$ cat src/rtl/ram_pkg.sv
// Shared types and constants for the parametrised RAM slice.
package ram_pkg;

   typedef enum logic {
      RAM_CLEAR = 1'b0,
      RAM_READY = 1'b1
   } ram_state_e;

   localparam int unsigned RDW_READ_FIRST  = 0;
   localparam int unsigned RDW_WRITE_FIRST = 1;

endpackage

$ cat src/rtl/ram_core.sv
// Storage array with one write port and one registered read port.
module ram_core
   import ram_pkg::*;
#(
   parameter int DATA_W   = 4,
   parameter int ADDR_W   = 5,
   parameter int DEPTH    = 32,
   parameter int RDW_MODE = 0
) (
   input  logic              clk,
   input  logic              rst_n,
   input  logic              we,
   input  logic [ADDR_W-1:0] waddr,
   input  logic [DATA_W-1:0] wdata,
   input  logic              re,
   input  logic              rzero,
   input  logic [ADDR_W-1:0] raddr,
   output logic [DATA_W-1:0] rdata
);

   logic [DATA_W-1:0] mem [DEPTH];
   logic              bypass;

   assign bypass = (RDW_MODE == RDW_WRITE_FIRST) && we && (waddr == raddr);

   always_ff @(posedge clk) begin
      if (we) begin
         mem[waddr] <= wdata;
      end
   end

   // rzero forces a zero word for reads the top flagged as out of range
   always_ff @(posedge clk or negedge rst_n) begin
      if (!rst_n) begin
         rdata <= '0;
      end else if (re) begin
         if (rzero) begin
            rdata <= '0;
         end else if (bypass) begin
            rdata <= wdata;
         end else begin
            rdata <= mem[raddr];
         end
      end
   end

endmodule

$ cat src/rtl/param_ram.sv
// Dual-port RAM top: clear-sweep FSM, write muxing, range checks, output stage.
module param_ram
   import ram_pkg::*;
#(
   parameter int              DATA_W    = 4,
   parameter int              ADDR_W    = 5,
   parameter int              DEPTH     = 2**ADDR_W,
   parameter int              OUT_REG   = 0,
   parameter int              RDW_MODE  = 0,
   parameter logic [DATA_W-1:0] CLEAR_VAL = '0
) (
   input  logic              clk,
   input  logic              rst_n,
   input  logic              wr_en,
   input  logic [ADDR_W-1:0] wr_addr,
   input  logic [DATA_W-1:0] wr_data,
   input  logic              rd_en,
   input  logic [ADDR_W-1:0] rd_addr,
   input  logic              clr_start,
   output logic              ready,
   output logic [DATA_W-1:0] dout,
   output logic              rd_valid,
   output logic              rd_err
);

   localparam logic [ADDR_W:0]   DEPTH_L = (ADDR_W+1)'(DEPTH);
   localparam logic [ADDR_W-1:0] LAST    = ADDR_W'(DEPTH - 1);

   ram_state_e        state, next_state;
   logic              sweep;
   logic [ADDR_W-1:0] ptr;

   logic              wr_ok, rd_fire, rd_oor;
   logic              core_we;
   logic [ADDR_W-1:0] core_waddr;
   logic [DATA_W-1:0] core_wdata, core_rdata;
   logic              v1, e1;

   always_ff @(posedge clk or negedge rst_n) begin
      if (!rst_n) begin
         state <= RAM_CLEAR;
      end else begin
         state <= next_state;
      end
   end

   always_comb begin
      next_state = state;
      case (state)
         RAM_CLEAR: if (ptr == LAST) next_state = RAM_READY;
         RAM_READY: if (clr_start)   next_state = RAM_CLEAR;
         default:   next_state = RAM_CLEAR;
      endcase
   end

   always_comb begin
      ready = 1'b0;
      sweep = 1'b0;
      case (state)
         RAM_CLEAR: sweep = 1'b1;
         RAM_READY: ready = 1'b1;
         default:   sweep = 1'b1;
      endcase
   end

   // pointer parks at 0 outside the sweep so a new sweep always starts there
   always_ff @(posedge clk or negedge rst_n) begin
      if (!rst_n) begin
         ptr <= '0;
      end else if (sweep && ptr != LAST) begin
         ptr <= ptr + 1'b1;
      end else begin
         ptr <= '0;
      end
   end

   assign wr_ok   = ready && wr_en && ({1'b0, wr_addr} < DEPTH_L);
   assign rd_fire = ready && rd_en;
   assign rd_oor  = ({1'b0, rd_addr} >= DEPTH_L);

   assign core_we    = sweep || wr_ok;
   assign core_waddr = sweep ? ptr : wr_addr;
   assign core_wdata = sweep ? CLEAR_VAL : wr_data;

   ram_core #(
      .DATA_W   (DATA_W),
      .ADDR_W   (ADDR_W),
      .DEPTH    (DEPTH),
      .RDW_MODE (RDW_MODE)
   ) u_core (
      .clk   (clk),
      .rst_n (rst_n),
      .we    (core_we),
      .waddr (core_waddr),
      .wdata (core_wdata),
      .re    (rd_fire),
      .rzero (rd_oor),
      .raddr (rd_addr),
      .rdata (core_rdata)
   );

   always_ff @(posedge clk or negedge rst_n) begin
      if (!rst_n) begin
         v1 <= 1'b0;
         e1 <= 1'b0;
      end else begin
         v1 <= rd_fire;
         e1 <= rd_fire && rd_oor;
      end
   end

   generate
      if (OUT_REG != 0) begin : g_oreg
         logic              v2, e2;
         logic [DATA_W-1:0] dq;

         always_ff @(posedge clk or negedge rst_n) begin
            if (!rst_n) begin
               v2 <= 1'b0;
               e2 <= 1'b0;
               dq <= '0;
            end else begin
               v2 <= v1;
               e2 <= e1;
               if (v1) begin
                  dq <= core_rdata;
               end
            end
         end

         assign dout     = dq;
         assign rd_valid = v2;
         assign rd_err   = e2;
      end else begin : g_noreg
         assign dout     = core_rdata;
         assign rd_valid = v1;
         assign rd_err   = e1;
      end
   endgenerate

endmodule

$ cat config.mk
export PLATFORM = sky130hd
export DESIGN_NAME = param_ram
export DESIGN_NICKNAME = d
export VERILOG_FILES = /design/src/rtl/ram_pkg.sv /design/src/rtl/ram_core.sv /design/src/rtl/param_ram.sv
export SDC_FILE = /design/constraint.sdc
export NUM_CORES = 1
export LEC_CHECK = 0
export CAP_MARGIN = 20
export CORE_ASPECT_RATIO = 1.4
export CORE_MARGIN = 2
export CORE_UTILIZATION = 35
export CTS_CLUSTER_DIAMETER = 100
export DETAILED_ROUTE_END_ITERATION = 6
export GPL_ROUTABILITY_DRIVEN = 0
export HOLD_SLACK_MARGIN = 0.12
export PLACE_DENSITY = 0.51
export SYNTH_ARGS = -nofsm -noshare
export SYNTH_HDL_FRONTEND = slang
export SYNTH_SLANG_ARGS = --single-unit
$ cat constraint.sdc
create_clock -name clk -period 3.3 [get_ports clk]
set_input_delay 0.33 -clock clk [delete_from_list [all_inputs] [get_ports clk]]
set_output_delay 0.33 -clock clk [all_outputs]
set_load 0.05 [all_outputs]
After elaboration in Yosys (flattened, before gate mapping)
Memory sizes are Yosys's and may differ from the RTL's. A register that Yosys moved wholly into a read port is not among the register bits.
Index checks and enable logic that the tools add are counted.
W data, S select, Z words.
{ "op_classes": {"n_addsub": 1, "mux": 10, "n_reduce_logical": 5, "mul": 0, "n_eq_ne": 2, "order_cmp": 0, "n_shift": 0, "bitwise_logic": 1, "div": 0} }
{ "op_table": {"columns": ["op", "n"], "rows": [
  ["$mux W5", 2],
  ["$mux W1", 6],
  ["$add A5 B1 Y5 const B", 1],
  ["$eq A5 B5 Y1 const B", 1],
  ["$ne A5 B5 Y1 const B", 1],
  ["$mux W4", 1],
  ["$logic_and A1 B1 Y1", 3],
  ["$pmux W1 S2", 1],
  ["$logic_not A1 Y1", 1],
  ["$logic_or A1 B1 Y1", 1],
  ["$not A1 Y1", 1]
]} }
{ "totals": {"inputBits": 19, "mem_bits_ro": 0, "wordCells": 23, "ram_bits": 128, "latch_bits": 0, "n_memories": 1, "ff_bits": 7, "out_inout_bits": 7} }
{ "memory_table": {"columns": ["memory", "words", "word_bits", "rd", "rd_clocked_by_memory_dff", "wr", "line_no", "text"], "rows": [
  ["u_core.mem", 32, 4, 1, 1, 1, "ram_core.sv:21", "logic [DATA_W-1:0] mem [DEPTH];"]
]} }

Longest topological paths before layout
{ "logic_depth": {"depth_word": 5, "mapped_depth": 7, "mapped_depth_nobuf": 5} }

Hierarchy
Synthesis repeated with hierarchy kept, for this count alone.
{ "hier_totals": {"hier_cells": 327, "hier_area_um2": 5760.5} }
{ "modules_own_cells": {"columns": ["mod", "seq_area_each_um2", "n_inst", "cells_per_inst", "area_per_inst_um2"], "rows": [
  ["ram_core", 3943.8, 1, 291, 5342.6],
  ["param_ram", 175.2, 1, 36, 417.9]
]} }

Worst setup path after synthesis
Ideal clock, no wire load.
{ "synth_timing": {"path_type": "flip-flop to flip-flop", "startpoint": "register state", "endpoint": "memory u_core.mem[19][0], enable pin", "path_stages_with_launch": 6, "setup_slack_ns": 1.110, "setup_time_ns": 0.331, "arrival_time_ns": 1.860, "path_buffers": 2, "period_less_slack_ns": 2.190, "required_ns": 2.969, "cell_sequence": "dfrtp_1 > clkbuf_1 > clkbuf_1 > mux2i_1 > nand2_1 > nor2_1"} }
{ "synth_between": {"elab_chain_cells": 5, "word_cells_on_any_way": 7, "cone_classes": "mux: 5; reduce/logical: 2"} }
{ "synth_lines": {"columns": ["element", "line_no", "text"], "rows": [
  ["start: declaration", "param_ram.sv:29", "ram_state_e state, next_state;"],
  ["start signal: assignment", "param_ram.sv:43", "state <= next_state;"],
  ["$mux W1", "param_ram.sv:59", "case (state)"],
  ["$logic_and A1 B1 Y1", "param_ram.sv:77", "assign wr_ok = ready && wr_en && ({1'b0, wr_addr} < DEPTH_L);"],
  ["$logic_or A1 B1 Y1", "param_ram.sv:81", "assign core_we = sweep || wr_ok;"],
  ["$mux W1", "ram_core.sv:27", "if (we) begin"],
  ["$mux W1 (implied by the code)", "ram_core.sv:28", "mem[waddr] <= wdata;"],
  ["end: declaration", "ram_core.sv:21", null]
]} }
Parallel ways exist; a longest one is shown, timed or not.

Worst setup path after layout
{ "layout_timing": {"startpoint": "register state", "endpoint": "output ready"} }
{ "layout_between": {"elab_chain_cells": 1} }
{ "layout_lines": {"columns": ["element", "line_no", "text"], "rows": [
  ["$mux W1", "param_ram.sv:59", null],
  ["end: declaration", "param_ram.sv:20", "output logic ready,"]
]} }
No other way between the ends.

==> summary.md <==
| Metric | Value |
|---|---|
| Met3 WL | `291 µm` |
| R2r startpoint | `state$_DFF_PN0_` |
| Total grt overflow | `0` |
| Wire per inst | `21.0 µm` |
| R2r setup slk | `1.05 ns` |
| CP bufs+invs | `1` |
| Design area | `6800 µm²` |
| Root Buffer | `clkbuf_16` |
| Ys flop type | `edfxtp_1` |
| TritonCTS clock tree | `built` |
| Top-area cell type share of the netlist area | `66.9%` |
| Top Layer Used | `met4` |
| Seq cells post-synth | `139` |
| End of the critical path | `ready` |
| Core area | `16,100 µm²` |
| Crit path from | `state$_DFF_PN0_` |
| Multi-input logic area | `1500 µm²` |
| Hpwl dp | `8600 µm` |
| Starting Density | `35.7%` |
| Pwr per Cell Area | `750 nW/µm²` |
| CTS sink cnt | `139` |
| Final Hold Viols | `0` |
| Ant diodes | `0` |
| Outcome | `finished, final reports clean` |
| Layout cell share with drive strength beyond 1 | `11.8%` |
| H-Tree Depth | `4` |
| Clk Latency, worst-skew pair | `0.42 ns` |
| Vias in the first global route | `3,391` |
| Reg2reg end | `u_core.mem[16][1]$_DFFE_PP_` |
| Crit-path max FO | `26` |
| Setup bufs post-CTS | `0` |
| Routed Antenna Nets | `0` |
| Sequential fraction of the synthesis area | `71.6%` |
| Max_slew headroom | `51.1%` |
| Initial antenna violation count | `0` |
| Maxcap violations | `0` |
| Clock transition at path regs | `0.06 ns` |
| Crit-path leading delay family | `buffers and inverters` |
| Largest net degree at the start of global routing | `33` |
| Post-route setup slack | `0.806 ns` |
| IO Count | `26` |
| F_max | `401 MHz` |
| # hold bufs at CTS | `0` |
| Metal-1 WL | `5320 µm` |
| DR WL met2 | `6880 µm` |
| Number of fill cells | `1,490` |
| Worst Setup End Kind | `primary output` |
| WS Path Type | `flop to primary output` |
| Post-synth EDFFs | `128` |
| Fin Setup TNS | `0 ns` |
| Final Setup Violations | `0` |
| Final #Nets | `423` |
| CP required | `2.97 ns` |
| Synth area leaders | `edfxtp_1 67%, mux2i_1 11%, dfrtp_1 4.8%` |
| Arrival @ worst endpoint | `2.16 ns` |
| Slew Viols, Final | `0` |
| Avg Inst Size Synth | `15.8 µm²` |
| First-pass GRT wire length | `19,700 µm` |
| Worst Setup Start Kind | `flop` |
| Die footprint | `17,500 µm²` |
| Port bufs | `24` |
| Worst-path cell chain | `clkdlybuf4s50_1` |
| Synth async-reset ratio | `7.91%` |
| Synth Cell Area | `5750 µm²` |
| LEAKAGE | `2.43 nW` |
| Post-CTS sizing | `0` |
| Final period utilization | `75.6%` |
| Die Width | `112 µm` |
| Site row count | `55` |
| RSZ-0062 raised after global routing | `false` |
| Final wirelength | `12,900 µm` |
| Yosys warns | `0` |
| Slew at the pin closest to its max-slew limit | `0.733 ns` |
| DRC errors left | `0` |
| Placed standard-cell area | `6240 µm²` |
| TritonCTS Buffers | `17` |
| Worst Hold Class | `input port to asynchronous set/reset pin` |
| GRT Total Usage | `15.5%` |
| Pre-CTS WS | `0.999 ns` |
| Syn nets | `384` |
| Deepest clock path buffer count | `2` |
| Worst-case reg-to-reg path depth | `3` |
| Area grow syn2layout | `18.2%` |
| Max VDD drop | `0.399 mV` |
| Critical path depth | `1` |
| CP max stage delay | `0.94 ns` |
| Die height | `156 µm` |
| Mapped Cells | `363` |
| Via count | `3,175` |
| Setup Skew | `0.00873 ns` |
| Seq. cell area | `4120 µm²` |
| Biggest area consumer among synthesized cells | `edfxtp_1` |
| Pre-antenna DRT Iters | `4` |
| DRT iter0 DRCs | `151` |
| Count of cell types in the netlist | `34` |
| Min Tclk post-route | `2.49 ns` |
| Drt via density | `5.18` |
| Critical path's slowest cell | `clkdlybuf4s50_1` |
## flip-flops by register name, summed over array words and instances, names as in the netlist
name	flops
ptr	5
state	1
rd_valid	1
u_core.mem	128
u_core.rdata	4
## final cells by class
| type | count | area share (%) |
|---|---|---|
| inverters | 4 | 0.221 |
| flip-flops and latches | 139 | 60.6 |
| clock buffers | 19 | 6.37 |
| well taps | 199 | 3.66 |
| clock inverters | 12 | 1.84 |
| multi-input cells | 202 | 22.1 |
| repair buffers | 38 | 5.23 |
## power by group
group | total (W) | internal [W] | leakage, nW | switching [W]
logic | 0.000953 | 0.000320 | 0.847 | 0.000633
clock network | 0.00179 | 0.00110 | 0.260 | 0.000690
registers | 0.00236 | 0.00223 | 1.33 | 0.000126
## layer usage
| layer | up-vias | global-route usage, % |
|---|---|---|
| li1 | 1492 | - |
| met1 | 1592 | 17.5 |
| met2 | 66 | 28.1 |
| met3 | 25 | 2.80 |
| met4 | 0 | 7.55 |
| met5 | - | 0 |
## per-stage QoR
stage	std cells	hold WS [ns]	util [%]	total power, W
6_report	613	0.282	42.2	0.00510
5_1_grt	613	0.323	42.2	0.00532
4_1_cts	613	0.284	42.2	0.00515
3_5_place_dp	582	0.520	38.7	0.00336
3_3_place_gp	582	0.532	38.7	0.00334
2_1_floorplan	363	0.0344	-	0.00294
## cell usage in the layout, fill, tap and decap left out, drive strengths merged, types with 10 or more instances in the layout
cell	Yosys	final
a21oi	10	10
a22oi	16	16
buf	7	15
clkbuf	11	19
clkdlybuf4s50	0	23
dfrtp	11	11
edfxtp	128	128
mux2i	65	65
nand2	16	16
nor2	36	36
## worst min-delay path by stage
stage / end / slack (ns) / cells after the start
after detailed placement: u_core.rdata[2]$_DFFE_PN0P_ / 0.52 / 2
after global placement: u_core.rdata[0]$_DFFE_PN0P_ / 0.53 / 2
final: u_core.rdata[3]$_DFFE_PN0P_ / 0.28 / 1
after global routing: ptr[4]$_DFF_PN0_ / 0.32 / 1
after CTS: ptr[4]$_DFF_PN0_ / 0.28 / 1
after floorplan: ptr[0]$_DFF_PN0_ / 0.03 / 0
## cell families (layout without fill, tap and decap cells)
kind of cell             count (synthesis)  after routing  share of synthesized area, %
flip-flops                             139            139                          71.6
buffers and inverters                   22             73                          2.24
adder cells (fa/ha/maj)                  2              2                         0.435
XOR/XNOR                                 2              2                         0.305
other                                    1              1                        0.0652
multiplexers                            66             66                          11.5
AO/OA/AOI/OAI                           57             57                          8.10
AND/OR/NAND/NOR                         74             74                          5.70
## cells in the mapped netlist, types with 2 or more instances
library cell / count
o22ai_1: 4
nand2_1: 16
nor2_1: 36
nand2b_1: 3
a221oi_1: 7
a22oi_1: 16
inv_1: 4
nor2b_1: 4
and2_1: 7
o41ai_2: 4
edfxtp_1: 128
a22o_1: 8
clkbuf_1: 10
buf_4: 5
xnor2_1: 2
nor3_1: 4
mux2i_1: 65
ha_1: 2
dfrtp_1: 11
o32ai_1: 4
a21oi_1: 10
(Power assumes the default switching activity.)
